--- config.mk ---
export PLATFORM = sky130hd
export DESIGN_NAME = regfile_wb_buffer
export DESIGN_NICKNAME = d
export VERILOG_FILES = /design/src/rtl/cpu_pkg.sv /design/src/rtl/decoder_e_3x8.sv /design/src/rtl/regfile_wb_buffer.sv
export SDC_FILE = /design/constraint.sdc
export NUM_CORES = 1
export LEC_CHECK = 0
export CORE_MARGIN = 10
export CORE_UTILIZATION = 45
export DETAILED_ROUTE_END_ITERATION = 10
export PLACE_DENSITY = 0.69
export SLEW_MARGIN = 20
export SYNTH_ARGS = -nofsm -noshare
export SYNTH_HDL_FRONTEND = slang
export SYNTH_HIERARCHICAL = 1
export SYNTH_SLANG_ARGS = --single-unit
--- constraint.sdc ---
create_clock -name clk_i -period 3.19 [get_ports clk_i]
set_clock_uncertainty 0.05 [all_clocks]
set_input_delay 0.638 -clock clk_i [delete_from_list [all_inputs] [get_ports clk_i]]
set_output_delay 0.638 -clock clk_i [all_outputs]
set_load 0.005 [all_outputs]
--- src/rtl/cpu_pkg.sv ---
`default_nettype none
// ============================================================================
// Module      : cpu_pkg
// Description : Shared defaults for the register-file write-back buffer and
//               the write-back entry record type.
//               Contents: CPU_DATA_WIDTH, CPU_ADDR_WIDTH, CPU_FIFO_DEPTH
//               defaults and wb_entry_t {addr, data}.
// Revision    : 1.0 - initial release
// ============================================================================
package cpu_pkg;

    localparam int CPU_DATA_WIDTH = 16;
    localparam int CPU_ADDR_WIDTH = 3;
    localparam int CPU_FIFO_DEPTH = 2;

    // One pending write-back: destination register and the value to write.
    typedef struct packed {
        logic [CPU_ADDR_WIDTH-1:0] addr;
        logic [CPU_DATA_WIDTH-1:0] data;
    } wb_entry_t;

endpackage
`default_nettype wire

--- src/rtl/decoder_e_3x8.sv ---
`default_nettype none
// ============================================================================
// Module      : decoder_e_3x8
// Description : Enabled binary-to-one-hot decoder (3-to-8 at default width).
//               Ports:
//                 en     - when low, every output bit is 0
//                 sel    - binary select, IN_WIDTH bits
//                 onehot - 2**IN_WIDTH decoded outputs
// Revision    : 1.0 - initial release
// ============================================================================
module decoder_e_3x8 #(
    parameter int IN_WIDTH = 3
) (
    input  logic                     en,
    input  logic [IN_WIDTH-1:0]      sel,
    output logic [(2**IN_WIDTH)-1:0] onehot
);

    localparam int NUM_OUT = 2**IN_WIDTH;

    generate
        for (genvar g = 0; g < NUM_OUT; g++) begin : g_out
            assign onehot[g] = en && (sel == IN_WIDTH'(g));
        end
    endgenerate

endmodule
`default_nettype wire

--- src/rtl/regfile_wb_buffer.sv ---
`default_nettype none
// ============================================================================
// Module      : regfile_wb_buffer
// Description : Register file fronted by a small write-back FIFO. Requests
//               queue in acceptance order and retire one per cycle whenever
//               the register-file write port is free. Reads see the youngest
//               pending value for an address before it reaches the array.
//               Register 0 is hard-wired to zero.
//               Ports:
//                 clk_i, rst_n_i          - clock, async active-low reset
//                 wr_valid_i/wr_ready_o   - request handshake
//                 wr_addr_i, wr_data_i    - request payload
//                 commit_en_i             - write port available this cycle
//                 rd_addr_a_i/rd_data_a_o - read port A
//                 rd_addr_b_i/rd_data_b_o - read port B
//                 we_onehot_o             - decoded write enables this cycle
//                 busy_o                  - at least one entry pending
// Revision    : 1.0 - initial release
// ============================================================================
module regfile_wb_buffer
    import cpu_pkg::*;
#(
    parameter int DATA_WIDTH = CPU_DATA_WIDTH,
    parameter int ADDR_WIDTH = CPU_ADDR_WIDTH,
    parameter int FIFO_DEPTH = CPU_FIFO_DEPTH
) (
    input  logic                         clk_i,
    input  logic                         rst_n_i,
    input  logic                         wr_valid_i,
    output logic                         wr_ready_o,
    input  logic [ADDR_WIDTH-1:0]        wr_addr_i,
    input  logic [DATA_WIDTH-1:0]        wr_data_i,
    input  logic                         commit_en_i,
    input  logic [ADDR_WIDTH-1:0]        rd_addr_a_i,
    output logic [DATA_WIDTH-1:0]        rd_data_a_o,
    input  logic [ADDR_WIDTH-1:0]        rd_addr_b_i,
    output logic [DATA_WIDTH-1:0]        rd_data_b_o,
    output logic [(2**ADDR_WIDTH)-1:0]   we_onehot_o,
    output logic                         busy_o
);

    localparam int NUM_REGS = 2**ADDR_WIDTH;
    localparam int PTR_W    = (FIFO_DEPTH > 1) ? $clog2(FIFO_DEPTH) : 1;
    localparam int CNT_W    = $clog2(FIFO_DEPTH + 1);

    // Local mirror of wb_entry_t sized by this instance's parameters.
    typedef struct packed {
        logic [ADDR_WIDTH-1:0] addr;
        logic [DATA_WIDTH-1:0] data;
    } entry_t;

    entry_t                fifo [FIFO_DEPTH];
    logic [DATA_WIDTH-1:0] regs [NUM_REGS];
    logic [PTR_W-1:0]      head;
    logic [PTR_W-1:0]      tail;
    logic [CNT_W-1:0]      count;
    logic                  push;
    logic                  pop;

    // Pointer increment with explicit wrap so non-power-of-two depths work.
    function automatic logic [PTR_W-1:0] ptr_inc(input logic [PTR_W-1:0] p);
        if (p == PTR_W'(FIFO_DEPTH - 1)) begin
            return '0;
        end
        return p + PTR_W'(1);
    endfunction

    // Ready depends on occupancy only: a full buffer never takes a request
    // even when the head is retiring in the same cycle.
    assign wr_ready_o = (count < CNT_W'(FIFO_DEPTH));
    assign busy_o     = (count != '0);
    assign push       = wr_valid_i && wr_ready_o;
    assign pop        = busy_o && commit_en_i;

    decoder_e_3x8 #(
        .IN_WIDTH (ADDR_WIDTH)
    ) u_we_dec (
        .en     (pop),
        .sel    (fifo[head].addr),
        .onehot (we_onehot_o)
    );

    always_ff @(posedge clk_i or negedge rst_n_i) begin
        if (!rst_n_i) begin
            head  <= '0;
            tail  <= '0;
            count <= '0;
            for (int i = 0; i < FIFO_DEPTH; i++) begin
                fifo[i] <= '0;
            end
            for (int r = 0; r < NUM_REGS; r++) begin
                regs[r] <= '0;
            end
        end else begin
            if (push) begin
                fifo[tail] <= '{addr: wr_addr_i, data: wr_data_i};
                tail       <= ptr_inc(tail);
            end
            if (pop) begin
                head <= ptr_inc(head);
                // Register 0 keeps its reset value; the enable still decodes.
                if (fifo[head].addr != '0) begin
                    regs[fifo[head].addr] <= fifo[head].data;
                end
            end
            case ({push, pop})
                2'b10:   count <= count + CNT_W'(1);
                2'b01:   count <= count - CNT_W'(1);
                default: count <= count;
            endcase
        end
    end

    // Walk pending entries oldest to youngest so the last match wins.
    always_comb begin
        int               idx;
        logic [PTR_W-1:0] slot;
        idx         = 0;
        slot        = '0;
        rd_data_a_o = regs[rd_addr_a_i];
        rd_data_b_o = regs[rd_addr_b_i];
        for (int i = 0; i < FIFO_DEPTH; i++) begin
            idx = int'(head) + i;
            if (idx >= FIFO_DEPTH) begin
                idx = idx - FIFO_DEPTH;
            end
            slot = PTR_W'(idx);
            if (i < int'(count)) begin
                if (fifo[slot].addr == rd_addr_a_i) begin
                    rd_data_a_o = fifo[slot].data;
                end
                if (fifo[slot].addr == rd_addr_b_i) begin
                    rd_data_b_o = fifo[slot].data;
                end
            end
        end
        if (rd_addr_a_i == '0) begin
            rd_data_a_o = '0;
        end
        if (rd_addr_b_i == '0) begin
            rd_data_b_o = '0;
        end
    end

endmodule
`default_nettype wire
* Yosys cells after proc, flatten, opt, wreduce, memory -nomap -nowiden *
Cells that the tools add are included.
Widths: inputs -> output; s select.

storage, ports and cells
  register bits after elaboration = 170
  bits of input ports = 29
  output and inout port bits = 42
  logic and storage cells = 117

cells by class
  add/subtract/negate cells = 7
  magnitude comparators = 14
  equality and inequality tests = 13
  multiplexer cells = 42
  bitwise operators = 7
  reduce and logical (&&, ||, !) cells = 19

operator list
  operator             count
  $mux 16              15
  $mux 19              10
  $bwmux 128           1
  $bmux 16 s3          2
  $demux 16 s3         1
  $bwmux 38            1
  $demux 19 s1         1
  $eq 3x3->1           4
  $eq 3x3->1 const B   4
  $ge 4x4->1 const B   3
  $logic_and 1x1->1    12
  $not 3->4            3
  $ge 2x2->1 const B   5
  $mux 1               10
  $logic_not 3->1      3
  $not 1->2            4
  $eq 3x2->1 const B   2
  $lt 1x2->1 const A   2
  $lt 4x1->1 const B   1
  $pmux 2 s2           1
  $reduce_bool 2->1    2
  $eq 3x1->1 const B   1
  $reduce_bool 3->1    1
  $add 1x1->1 const B  2
  other kinds (10)     11

* Longest topological paths before layout *
Gate-level depths: netlist of the first run.

  depth after elaboration = 12
  depth in mapped cells = 9

* Cells and area by module *
Netlist of the first run, hierarchy kept.

modules (own cells, without submodules)
  module             instances  cells an instance  area an instance (µm²)  seq. area each (µm²)
  regfile_wb_buffer  1          823                9402.8                  4254.1
  decoder_e_3x8      1          8                  96.3                    0.0

* Worst setup path before layout of the first run *
No wires, ideal clock.

  path type = input port to output port
  start point = input port rd_addr_a_i[1]
  end point = output port rd_data_a_o[10]
  arrival time = 2.316 ns
  required time = 2.502 ns
  setup slack = 0.186 ns
  stages on the path = 7
  path buffers = 3
  cell sequence = clkbuf_1 xnor2_1 or4_1 buf_2 buf_6 a211o_1 a21oi_2

between the ends
  longest elaborated chain between the ends = 9
  elaborated cells on any way between the ends = 12
  classes of those cells = eq/ne: 2; mux: 8; bitwise: 1; reduce/logical: 1

RTL lines
  item                                        RTL line                  RTL
  from (decl)                                 regfile_wb_buffer.sv:34   input logic [ADDR_WIDTH-1:0] rd_addr_a_i,
  $not 3->4 (not written as such)             regfile_wb_buffer.sv:120  rd_data_a_o = regs[rd_addr_a_i];
  $bmux 16 s3                                 regfile_wb_buffer.sv:120
  $mux 16 (not written as such) (2 in a row)  regfile_wb_buffer.sv:120
  $mux 16                                     regfile_wb_buffer.sv:129  if (fifo[slot].addr == rd_addr_a_i) begin
  $mux 16                                     regfile_wb_buffer.sv:128  if (i < int'(count)) begin
  $mux 16                                     regfile_wb_buffer.sv:129
  $mux 16                                     regfile_wb_buffer.sv:128
  $mux 16 (*)                                 regfile_wb_buffer.sv:137  if (rd_addr_a_i == '0) begin
  to (decl)                                   regfile_wb_buffer.sv:35   output logic [DATA_WIDTH-1:0] rd_data_a_o,

Mark *: on every way between the ends. The rest lies on a longest branch, timed or not. The select of a mux whose other input is x is not followed.

* Worst setup path in the final report of the first run *
  start point = register head
  end point = output port rd_data_a_o[14]

between the ends
  longest elaborated chain between the ends = 12
  elaborated cells on any way between the ends = 22
  classes of those cells = add/sub: 3; order compare: 2; eq/ne: 2; mux: 13; bitwise: 2

RTL lines
  item                                        RTL line                                            RTL
  from (decl)                                 regfile_wb_buffer.sv:54                             logic [PTR_W-1:0] head;
  from (signal assigned)                      regfile_wb_buffer.sv:100                            head <= ptr_inc(head);
  $ge 1x2->1 or $sub 1x1->1 (tied branches)   regfile_wb_buffer.sv:124, regfile_wb_buffer.sv:125
  $mux 1                                      regfile_wb_buffer.sv:124                            if (idx >= FIFO_DEPTH) begin
  $not 1->2 (not written as such)             regfile_wb_buffer.sv:129, regfile_wb_buffer.sv:130
  $mux 19 (not written as such) (3 in a row)  regfile_wb_buffer.sv:130                            rd_data_a_o = fifo[slot].data;
  $eq 3x3->1                                  regfile_wb_buffer.sv:129
  $mux 16                                     regfile_wb_buffer.sv:129
  $mux 16                                     regfile_wb_buffer.sv:128
  $mux 16                                     regfile_wb_buffer.sv:129
  $mux 16 (*)                                 regfile_wb_buffer.sv:128
  $mux 16 (*)                                 regfile_wb_buffer.sv:137

Marks and branches as above.

==> summary.txt, run 1 <==
Routed Antenna Nets = 0
Rel. slew slack = 54.16%
Mapped Area = 0.009499 mm^2
Die Ht = 165.3 um
most frequent cells in the layout = dfrtp_1 (169), buf_4 (82), nand2_1 (81)
Util after Layout = 56.65%
Cell Int Power = 7.723 mW
Worst EP required = 2500 ps
Peak VDD IR = 0.0004794 V
Worst-Margin Slew = 683.9 ps
clk slew on worst S/H paths = 70 ps
initial antenna violation count = 0
cts bufs inserted = 17
HP Class = input pin to asynchronous set/reset pin
Slew Limit Fails = 0
Remaining DRCs = 0
grt peak-use layer = met2
Logic pwr share = 54.2%
sequential share of power = 29.8%
count of cell types in the netlist = 36
power density cells = 1089 mW/mm^2
Mapped Nets = 863
Die Footprint = 0.02732 mm^2
worst path cell trace = mux2i_4 -> buf_6 -> xnor2_2 -> or4_4 -> buf_12 -> a211o_1 -> a21oi_2 -> buf_2
slowest CP cell = or4_4
kind of critical path = flop to primary output
Post-Syn Instances = 831
post-DR wirelength/cell = 20.86 um
delay-heaviest family, CP = simple AND/OR/NAND/NOR gates
die width = 165.3 um
Filler Cells Inserted = 1729
met2 usage = 31.09%
GRT met3 Usage = 3.892%
Final Wtd Congestion = 0.8277
core area = 0.02089 mm^2
Clk Latency, worst-skew pair = 430 ps
Final Critical Period = 3517 ps
Leak Pwr = 5.196 nW
diode count = 0
drt pass-1 iters = 6
gr usage total = 18.92%
crit-path max cell delay = 620 ps
M1 GR Usage = 25.29%
total number of vias = 7079
routed wire length = 25.72 mm
worst setup margin = -327.3 ps
syn avg cell area = 11.43 um^2
io pins = 71
total congestion overflow = 0
1st-iter DRT viols = 603
share of layout cells above drive strength 1 = 38.41%
# port buffers = 70
Clk pwr share = 16.1%
Longest Clk Path Bufs = 2
placement row count = 53
Tcrit/Tclk final = 110.3%
failing checks = negative setup slack
first-pass GRT wire length = 40.49 mm
largest net degree at the start of global routing = 63
Switching Share = 40.04%
yosys warns = 6
outcome = complete, but fails checks
vias in the first global route = 7193
Final Hold Viols = 0
hpwl dp = 17.11 mm
register area share after synthesis = 44.78%
element type at the critical path start = flop
Worst EP arrival = 2830 ps
CP Buf/Inv Count = 3
CTS tree = built
synthesis-to-layout area growth = 24.57%
unrepaired setup endpoints after global routing = true
# clock sinks = 170
setup TNS = -8610 ps
maxcap violations = 0
Initial Utilization = 45.47%
commonest non-fill, non-tap cell in the layout = dfrtp_1
CP max FO = 7
nets = 977
DR vias/cell = 5.741
root buffer cell = clkbuf_16
NetSw = 5.158 mW
H-tree depth = 4
Setup Viol. Count Final = 33
Synth Register Bits = 170
crit end category = primary output
f_max = 284.3 MHz
[flip-flops by register name, summed over array words and instances, names as in the netlist]
| name | flops |
|---|---|
| count | 2 |
| regs | 128 |
| fifo | 38 |
| tail | 1 |
| head | 1 |
[power groups by stage]
stage               clock (mW)  combinational [mW]  sequential, mW
finish                    2.07                6.98            3.83
global route              2.20                7.56            3.96
CTS                       2.10                6.71            3.82
detailed placement           0                6.47            3.86
global placement             0                6.35            3.78
floorplan                    0                4.02            3.64
[synthesized netlist by cell type]
cell type | count | share of area [%]
nand2_1 | 81 | 3.2
a21boi_0 | 1 | 0.079
a21oi_1 | 84 | 4.4
a21oi_2 | 10 | 0.92
nand4_1 | 1 | 0.066
o41ai_1 | 1 | 0.092
xnor2_2 | 1 | 0.17
mux2_4 | 9 | 1.4
nor3_1 | 4 | 0.21
mux2_1 | 6 | 0.71
o211ai_1 | 1 | 0.079
nor2_1 | 67 | 2.6
clkbuf_1 | 65 | 2.6
mux2i_1 | 51 | 5.4
dfrtp_1 | 170 | 45
and4b_2 | 3 | 0.36
or4_1 | 4 | 0.32
and4bb_2 | 3 | 0.40
mux4_2 | 64 | 15
inv_1 | 8 | 0.32
nor4_1 | 17 | 1.1
nand3_1 | 3 | 0.16
nor4b_2 | 1 | 0.16
xnor2_1 | 15 | 1.4
o21ai_0 | 64 | 3.4
buf_2 | 10 | 0.53
a211o_1 | 15 | 1.4
mux2_2 | 55 | 6.5
and4_2 | 1 | 0.11
nand2b_1 | 3 | 0.20
ha_1 | 3 | 0.40
buf_6 | 4 | 0.47
mux2i_4 | 3 | 0.71
a211oi_1 | 1 | 0.079
buf_1 | 1 | 0.039
or3_1 | 1 | 0.066
[worst paths after layout]
path | startpoint | end | slack, ps | cells past startpoint
max reg2reg | head | regs[22] | 530 | 12
min | rst_n_i | regs[112] | 140 | 1
min in group clk_i | regs[126] | regs[126] | 350 | 0
min reg2reg | regs[126] | regs[126] | 350 | 0
max in group asynchronous | rst_n_i | regs[24] | 2160 | 2
max | head | rd_data_a_o[14] | -330 | 8
[per-stage QoR]
stage / instances / power, mW / instance area, um^2 / hold WS [ps] / worst slack (ps)
floorplan: 831 / 7.663 / 9499 / 292.4 / 186.1
global placement: 1178 / 10.13 / 10990 / 328.3 / -567.2
detailed placement: 1178 / 10.33 / 10990 / 332.7 / -561.8
CTS: 1226 / 12.62 / 11750 / 155.0 / -348.0
global route: 1233 / 13.71 / 11830 / 174.1 / -407.9
finish: 1233 / 12.88 / 11830 / 136.5 / -327.3
[what timing repair did]
item / CTS / global route
hold buffers: 0 / 0
gates cloned: 0 / 2
endpoints found under the setup margin: 36 / 35
gates resized for setup: 146 / 62
buffers inserted: 16 / 5
pin swaps: 2 / 28
[kinds of logic (layout without fill, tap and decap cells)]
| logic type | Yosys count | count (layout) | synth area share [%] |
|---|---|---|---|
| AO/OA/AOI/OAI | 177 | 177 | 10.43 |
| XOR/XNOR | 16 | 16 | 1.554 |
| adder cells (fa/ha/maj) | 3 | 3 | 0.3952 |
| buffers and inverters | 88 | 215 | 3.925 |
| flip-flops | 170 | 170 | 44.78 |
| multiplexers | 188 | 188 | 29.91 |
| AND/OR/NAND/NOR | 189 | 189 | 8.996 |
[metal layers]
metal / routed length, um / up-vias
met5: 0 / -
met4: 341 / 0
met3: 1368 / 33
met2: 12710 / 212
met1: 11300 / 3549
li1: - / 3285
[worst register-to-register path, delay by kind of cell, from the launching register on]
family,cells,cell delay (ps)
AOI/OAI and AO/OA,1,130
buffers and inverters,8,1250
DFF,1,490
muxes,1,320
and+or+nand+nor,2,340
[final cells by class]
| type | instances | area, um^2 | area share [%] |
|---|---|---|---|
| Clock buffer | 17 | 425.4 | 3.595 |
| Clock inverter | 15 | 170.2 | 1.438 |
| Inverter | 8 | 41.29 | 0.3489 |
| Multi-Input combinational cell | 573 | 5056 | 42.73 |
| Sequential cell | 170 | 4255 | 35.96 |
| Tap cell | 275 | 344.1 | 2.908 |
| Timing Repair Buffer | 175 | 1540 | 13.02 |
(Power assumes the default switching activity.)
==> run 2, diff against run 1 <==
--- a/config.mk
+++ b/config.mk
@@ -5,7 +5,6 @@
 export SDC_FILE = /design/constraint.sdc
 export NUM_CORES = 1
 export LEC_CHECK = 0
-export CORE_MARGIN = 10
 export CORE_UTILIZATION = 45
 export DETAILED_ROUTE_END_ITERATION = 10
 export PLACE_DENSITY = 0.69
==> run 2 against run 1 <==
Against the previous run: the run still ends with negative setup slack left; sequential power about the same; critical path depth is 2 higher; non-clock buffer count increased by 6; setup slack worse by 81 ps; combinational power hardly changed.
==> summary.txt, run 2 (synthesis gave the netlist of run 1 again) <==
outcome = complete, but fails checks (unchanged)
failing checks = negative setup slack (unchanged)
Largest regs = regs x128, fifo x38, count x2 (unchanged)
synthesis-to-layout area growth = 25.62% (was 24.57%)
1st-iter DRT viols = 490 (was 603)
setup TNS = -10510 ps (was -8610 ps)
CP max FO = 5 (was 7)
share of layout cells above drive strength 1 = 38.69% (was 38.41%)
DR vias/cell = 5.741 (about the same)
maxcap violations = 0 (unchanged)
Rel. slew slack = 35.73% (was 54.16%)
root buffer cell = clkbuf_16 (unchanged)
Peak VDD IR = 0.0005435 V (was 0.0004794 V)
max FFs per register = 128 (unchanged)
Clk Latency, worst-skew pair = 430 ps (about the same)
H-tree depth = 4 (unchanged)
nets = 983 (was 977)
Initial Utilization = 46.35% (was 45.47%)
cts bufs inserted = 17 (unchanged)
Worst EP arrival = 2910 ps (was 2830 ps)
Slew Limit Fails = 0 (unchanged)
largest net degree at the start of global routing = 57 (was 63)
Clk pwr share = 16.2% (was 16.1%)
R2R depth = 11 (was 12)
unrepaired setup endpoints after global routing = true (unchanged)
Leak Pwr = 5.201 nW (was 5.196 nW)
footprint of the multi-input gates = 0.005079 mm^2 (was 0.005056 mm^2)
total number of vias = 7084 (was 7079)
# port buffers = 70 (unchanged)
Placement Cell Area = 0.01102 mm^2 (was 0.01099 mm^2)
commonest non-fill, non-tap cell in the layout = dfrtp_1 (unchanged)
io pins = 71 (unchanged)
Tcrit/Tclk final = 112.8% (was 110.3%)
total congestion overflow = 0 (unchanged)
register area = 0.004255 mm^2 (unchanged)
worst r2r dst = regs[35] (was regs[22])
Longest Clk Path Bufs = 2 (unchanged)
Die Footprint = 0.02169 mm^2 (was 0.02732 mm^2)
Final Critical Period = 3598 ps (was 3517 ps)
clk slew on worst S/H paths = 70 ps (about the same)
routed wire length = 24.92 mm (was 25.72 mm)
most frequent cells in the layout = dfrtp_1 (169), nand2_1 (81), buf_4 (79) (was dfrtp_1 (169), buf_4 (82), nand2_1 (81))
power density cells = 1079 mW/mm^2 (was 1089 mW/mm^2)
Die Ht = 147.3 um (was 165.3 um)
gr usage total = 24.03% (was 18.92%)
Final Hold Viols = 0 (unchanged)
Filler Cells Inserted = 1662 (was 1729)
post-DR wirelength/cell = 20.19 um (was 20.86 um)
NetSw = 4.998 mW (was 5.158 mW)
Setup Viol. Count Final = 34 (was 33)
hpwl dp = 16.66 mm (was 17.11 mm)
Cell Int Power = 7.882 mW (was 7.723 mW)
crit end category = primary output (unchanged)
diode count = 0 (unchanged)
initial antenna violation count = 0 (unchanged)
kind of critical path = flop to primary output (unchanged)
die width = 147.3 um (was 165.3 um)
CTS tree = built (unchanged)
Logic pwr share = 54.0% (was 54.2%)
Post-CTS Hold Buffers = 0 (unchanged)
cell area after layout = 0.01193 mm^2 (was 0.01183 mm^2)
Final Wtd Congestion = 0.8922 (was 0.8277)
Switching Share = 38.80% (was 40.04%)
HP Class = input pin to asynchronous set/reset pin (unchanged)
element type at the critical path start = flop (unchanged)
Worst EP required = 2500 ps (about the same)
drt pass-1 iters = 4 (was 6)
core area = 0.02049 mm^2 (was 0.02089 mm^2)
f_max = 277.9 MHz (was 284.3 MHz)
sequential share of power = 29.8% (about the same)
r2r setup slk = 620 ps (was 530 ps)
register bank with the most flops = regs (unchanged)
r2r startpoint = head (unchanged)
vias in the first global route = 7145 (was 7193)
first-pass GRT wire length = 39.46 mm (was 40.49 mm)
# clock sinks = 170 (unchanged)
Worst-Margin Slew = 958.9 ps (was 683.9 ps)
worst setup margin = -407.9 ps (was -327.3 ps)
placement row count = 52 (was 53)
Routed Antenna Nets = 0 (unchanged)
Min Hold Slack = 115.7 ps (was 136.5 ps)
Remaining DRCs = 0 (unchanged)
Util after Layout = 58.22% (was 56.65%)
## run 2: layout make-up
type | count | area share (%)
clock buffers | 18 | 3.597
clock inverters | 14 | 1.342
inverters | 8 | 0.3460
multi-input cells | 573 | 42.56
flip-flops and latches | 170 | 35.66
well taps | 270 | 2.831
repair buffers | 181 | 13.66
## run 2: worst max path at each step
| stage | startpoint | to | slack (ps) | depth (start not counted) |
|---|---|---|---|---|
| floorplan | rd_addr_a_i[1] | rd_data_a_o[10] | 190 | 7 |
| global placement | rd_addr_b_i[2] | rd_data_b_o[9] | -550 | 7 |
| detailed placement | rd_addr_b_i[2] | rd_data_b_o[3] | -560 | 7 |
| CTS | head | rd_data_b_o[6] | -430 | 10 |
| global route | head | rd_data_b_o[6] | -470 | 10 |
| finish | head | rd_data_b_o[6] | -410 | 10 |
## run 2: per-stage QoR
step           power (mW)  instances  setup WS (ps)
5_1_grt             13.66       1234         -472.5
4_1_cts             12.67       1225         -434.2
6_report            12.88       1234         -407.9
2_1_floorplan       7.663        831          186.1
3_3_place_gp        10.05       1174         -551.0
3_5_place_dp        10.24       1174         -556.5
## run 2: worst max-delay path, cell delays in order, from the launching register on
cell	delay, ps
dfrtp_2	440
buf_6	130
mux2i_4	270
buf_6	160
xnor2_4	70
or4_4	570
buf_16	180
buf_6	120
mux2_4	290
a21oi_2	130
buf_2	130
## run 2: repair_timing
| item | 4_1_cts | 5_1_grt |
|---|---|---|
| setup endpoints to repair | 33 | 36 |
| resized for setup | 188 | 8 |
| pin swaps | 34 | 13 |
| setup buffers | 17 | 9 |
| gates cloned | 2 | 0 |
| endpoints found under the hold margin | 0 | 0 |
## run 2: power groups by stage
| stage | sequential [mW] | clock, mW | combinational [mW] |
|---|---|---|---|
| after floorplan | 3.64 | 0 | 4.02 |
| after global placement | 3.79 | 0 | 6.26 |
| after detailed placement | 3.87 | 0 | 6.37 |
| after CTS | 3.82 | 2.12 | 6.72 |
| after global routing | 3.97 | 2.21 | 7.48 |
| final | 3.84 | 2.08 | 6.96 |
## run 2: per-layer routing
metal / vias to the layer above / share of wire, % / routed length, um / GRT usage [%]
met1: 3563 / 44 / 10910 / 32.55
met4: 0 / 2.1 / 511 / 7.577
met5: - / 0 / 0 / 0
met2: 207 / 49 / 12100 / 38.92
li1: 3268 / - / - / -
met3: 46 / 5.6 / 1395 / 4.845
==> run 3, diff against run 2 <==
--- a/config.mk
+++ b/config.mk
@@ -7,7 +7,6 @@
 export LEC_CHECK = 0
 export CORE_UTILIZATION = 45
 export DETAILED_ROUTE_END_ITERATION = 10
-export PLACE_DENSITY = 0.69
 export SLEW_MARGIN = 20
 export SYNTH_ARGS = -nofsm -noshare
 export SYNTH_HDL_FRONTEND = slang
==> run 3 against run 2 <==
Against the previous run: the flow still finishes with violations (negative setup slack); clock power fell by 2%; final cell count fell by 0.49%; fmax fell by 0.40%; sequential share of layout area rose by 0.17 points; design area fell by 0.47%.
==> summary.txt, run 3 (synthesis gave the netlist of run 1 again) <==
Die Footprint = 0.02169 mm^2 (unchanged)
HP Class = input pin to asynchronous set/reset pin (unchanged)
unrepaired setup endpoints after global routing = true (unchanged)
Filler Cells Inserted = 1669 (was 1662)
root buffer cell = clkbuf_16 (unchanged)
largest net degree at the start of global routing = 70 (was 57)
element type at the critical path start = flop (unchanged)
Worst EP required = 2500 ps (about the same)
f_max = 276.8 MHz (was 277.9 MHz)
failing checks = negative setup slack (unchanged)
Leak Pwr = 5.189 nW (was 5.201 nW)
crit-path max cell delay = 600 ps (was 570 ps)
Slew Limit Fails = 0 (unchanged)
Longest Clk Path Bufs = 2 (unchanged)
Final Critical Period = 3612 ps (was 3598 ps)
power density cells = 1088 mW/mm^2 (was 1079 mW/mm^2)
post-DR wirelength/cell = 21.45 um (was 20.19 um)
first-pass GRT wire length = 42.10 mm (was 39.46 mm)
Rel. slew slack = 54.75% (was 35.73%)
share of layout cells above drive strength 1 = 38.31% (was 38.69%)
vias in the first global route = 7531 (was 7145)
Worst-Margin Slew = 678.7 ps (was 958.9 ps)
placement row count = 52 (unchanged)
1st-iter DRT viols = 467 (was 490)
CP Buf/Inv Count = 4 (was 5)
CP max FO = 5 (unchanged)
# clock sinks = 170 (unchanged)
worst setup margin = -422.4 ps (was -407.9 ps)
die width = 147.3 um (unchanged)
Clk Latency, worst-skew pair = 430 ps (about the same)
Die Ht = 147.3 um (unchanged)
Largest regs = regs x128, fifo x38, count x2 (unchanged)
H-tree depth = 4 (unchanged)
total congestion overflow = 0 (unchanged)
io pins = 71 (unchanged)
slowest CP cell = or4_4 (unchanged)
CTS tree = built (unchanged)
most frequent cells in the layout = dfrtp_1 (169), nand2_1 (81), buf_4 (69) (was dfrtp_1 (169), nand2_1 (81), buf_4 (79))
register bank with the most flops = regs (unchanged)
Final Wtd Congestion = 0.8322 (was 0.8922)
placed insts = 1168 (was 1174)
DR vias/cell = 5.828 (was 5.741)
Post-Layout Cell Count = 1228 (was 1234)
initial antenna violation count = 0 (unchanged)
Worst EP arrival = 2920 ps (was 2910 ps)
outcome = complete, but fails checks (unchanged)
Initial Utilization = 46.35% (unchanged)
Final Hold Viols = 0 (unchanged)
clk slew on worst S/H paths = 70 ps (about the same)
worst path cell trace = mux2i_4 -> buf_6 -> xnor2_4 -> or4_4 -> buf_16 -> buf_6 -> mux2_4 -> a21oi_2 -> buf_2 (was buf_6 -> mux2i_4 -> buf_6 -> xnor2_4 -> or4_4 -> buf_16 -> buf_6 -> mux2_4 -> a21oi_2 -> buf_2)
synthesis-to-layout area growth = 25.03% (was 25.62%)
cts bufs inserted = 17 (unchanged)
Routed Antenna Nets = 0 (unchanged)
delay-heaviest family, CP = multiplexers (was buffers and inverters)
core area = 0.02049 mm^2 (unchanged)
Setup Viol. Count Final = 32 (was 34)
kind of critical path = flop to primary output (unchanged)
drt pass-1 iters = 5 (was 4)
Tcrit/Tclk final = 113.2% (was 112.8%)
maxcap violations = 0 (unchanged)
Peak VDD IR = 0.0003327 V (was 0.0005435 V)
Min Hold Slack = 169.2 ps (was 115.7 ps)
CP dominant cell by count = buf_6 (unchanged)
nets = 977 (was 983)
hpwl dp = 17.32 mm (was 16.66 mm)
routed wire length = 26.34 mm (was 24.92 mm)
gr usage total = 25.70% (was 24.03%)
Remaining DRCs = 0 (unchanged)
commonest non-fill, non-tap cell in the layout = dfrtp_1 (unchanged)
max FFs per register = 128 (unchanged)
total number of vias = 7157 (was 7084)
# port buffers = 70 (unchanged)
crit end category = primary output (unchanged)
diode count = 0 (unchanged)
-- run 3: power breakdown --
| part | switching (mW) | internal, mW | leakage [nW] |
|---|---|---|---|
| Combinational | 3.43 | 3.59 | 2.85 |
| Sequential | 0.742 | 3.13 | 2.06 |
| Clock | 0.920 | 1.11 | 0.276 |
-- run 3: path summary, 6_finish.rpt --
check | slack (ps) | depth (start not counted) | endpoint | from
setup / recovery | -420 | 9 | rd_data_b_o[0] | head
hold / removal | 170 | 1 | regs[112] | rst_n_i
setup reg to reg | 630 | 11 | regs[36] | head
hold reg to reg | 350 | 0 | regs[113] | regs[113]
max in group asynchronous | 2040 | 2 | regs[6] | rst_n_i
min in group clk_i | 350 | 0 | regs[113] | regs[113]
-- run 3: final cells by class --
type                            instances  area (um^2)  area share [%]
Clock buffer                           18        439.2           3.698
Clock inverter                         14        135.1           1.138
Inverter                                8        33.78          0.2844
Multi-Input combinational cell        573         5071           42.70
Sequential cell                       170         4255           35.83
Tap cell                              270        337.8           2.844
Timing Repair Buffer                  175         1604           13.51
-- run 3: stage by stage --
stage | utilization (%) | setup WS (ps) | setup TNS (ps) | instance area (um^2) | power (mW)
floorplan | - | 186.1 | 0 | 9499 | 7.663
global placement | 53.60 | -566.9 | -15740 | 10990 | 10.04
detailed placement | 53.60 | -626.9 | -17400 | 10990 | 10.35
CTS | 57.70 | -438.9 | -11950 | 11830 | 12.79
global route | 57.95 | -497.8 | -13980 | 11880 | 13.70
finish | 57.95 | -422.4 | -11430 | 11880 | 12.92
-- run 3: repair_timing --
item                                    in CTS  in global routing
endpoints found under the setup margin      36                 39
pin swaps                                   33                 17
gates cloned                                 2                  0
hold buffers                                 0                  0
buffers inserted                            24                  5
resized for setup                          191                 13
-- run 3: routing by layer --
layer	global-route usage [%]	routed length, um
met5	0	0
met3	5.280	1631
met2	41.18	12740
met1	35.26	11500
met4	7.835	465
-- run 3: worst register-to-register path: cells and delay by family (launching register included) --
kind / cells / cell delay [ps]
flip-flops: 1 / 490
multiplexers: 1 / 300
AO/OA/AOI/OAI: 1 / 130
AND/OR/NAND/NOR: 2 / 260
buffers and inverters: 7 / 1240
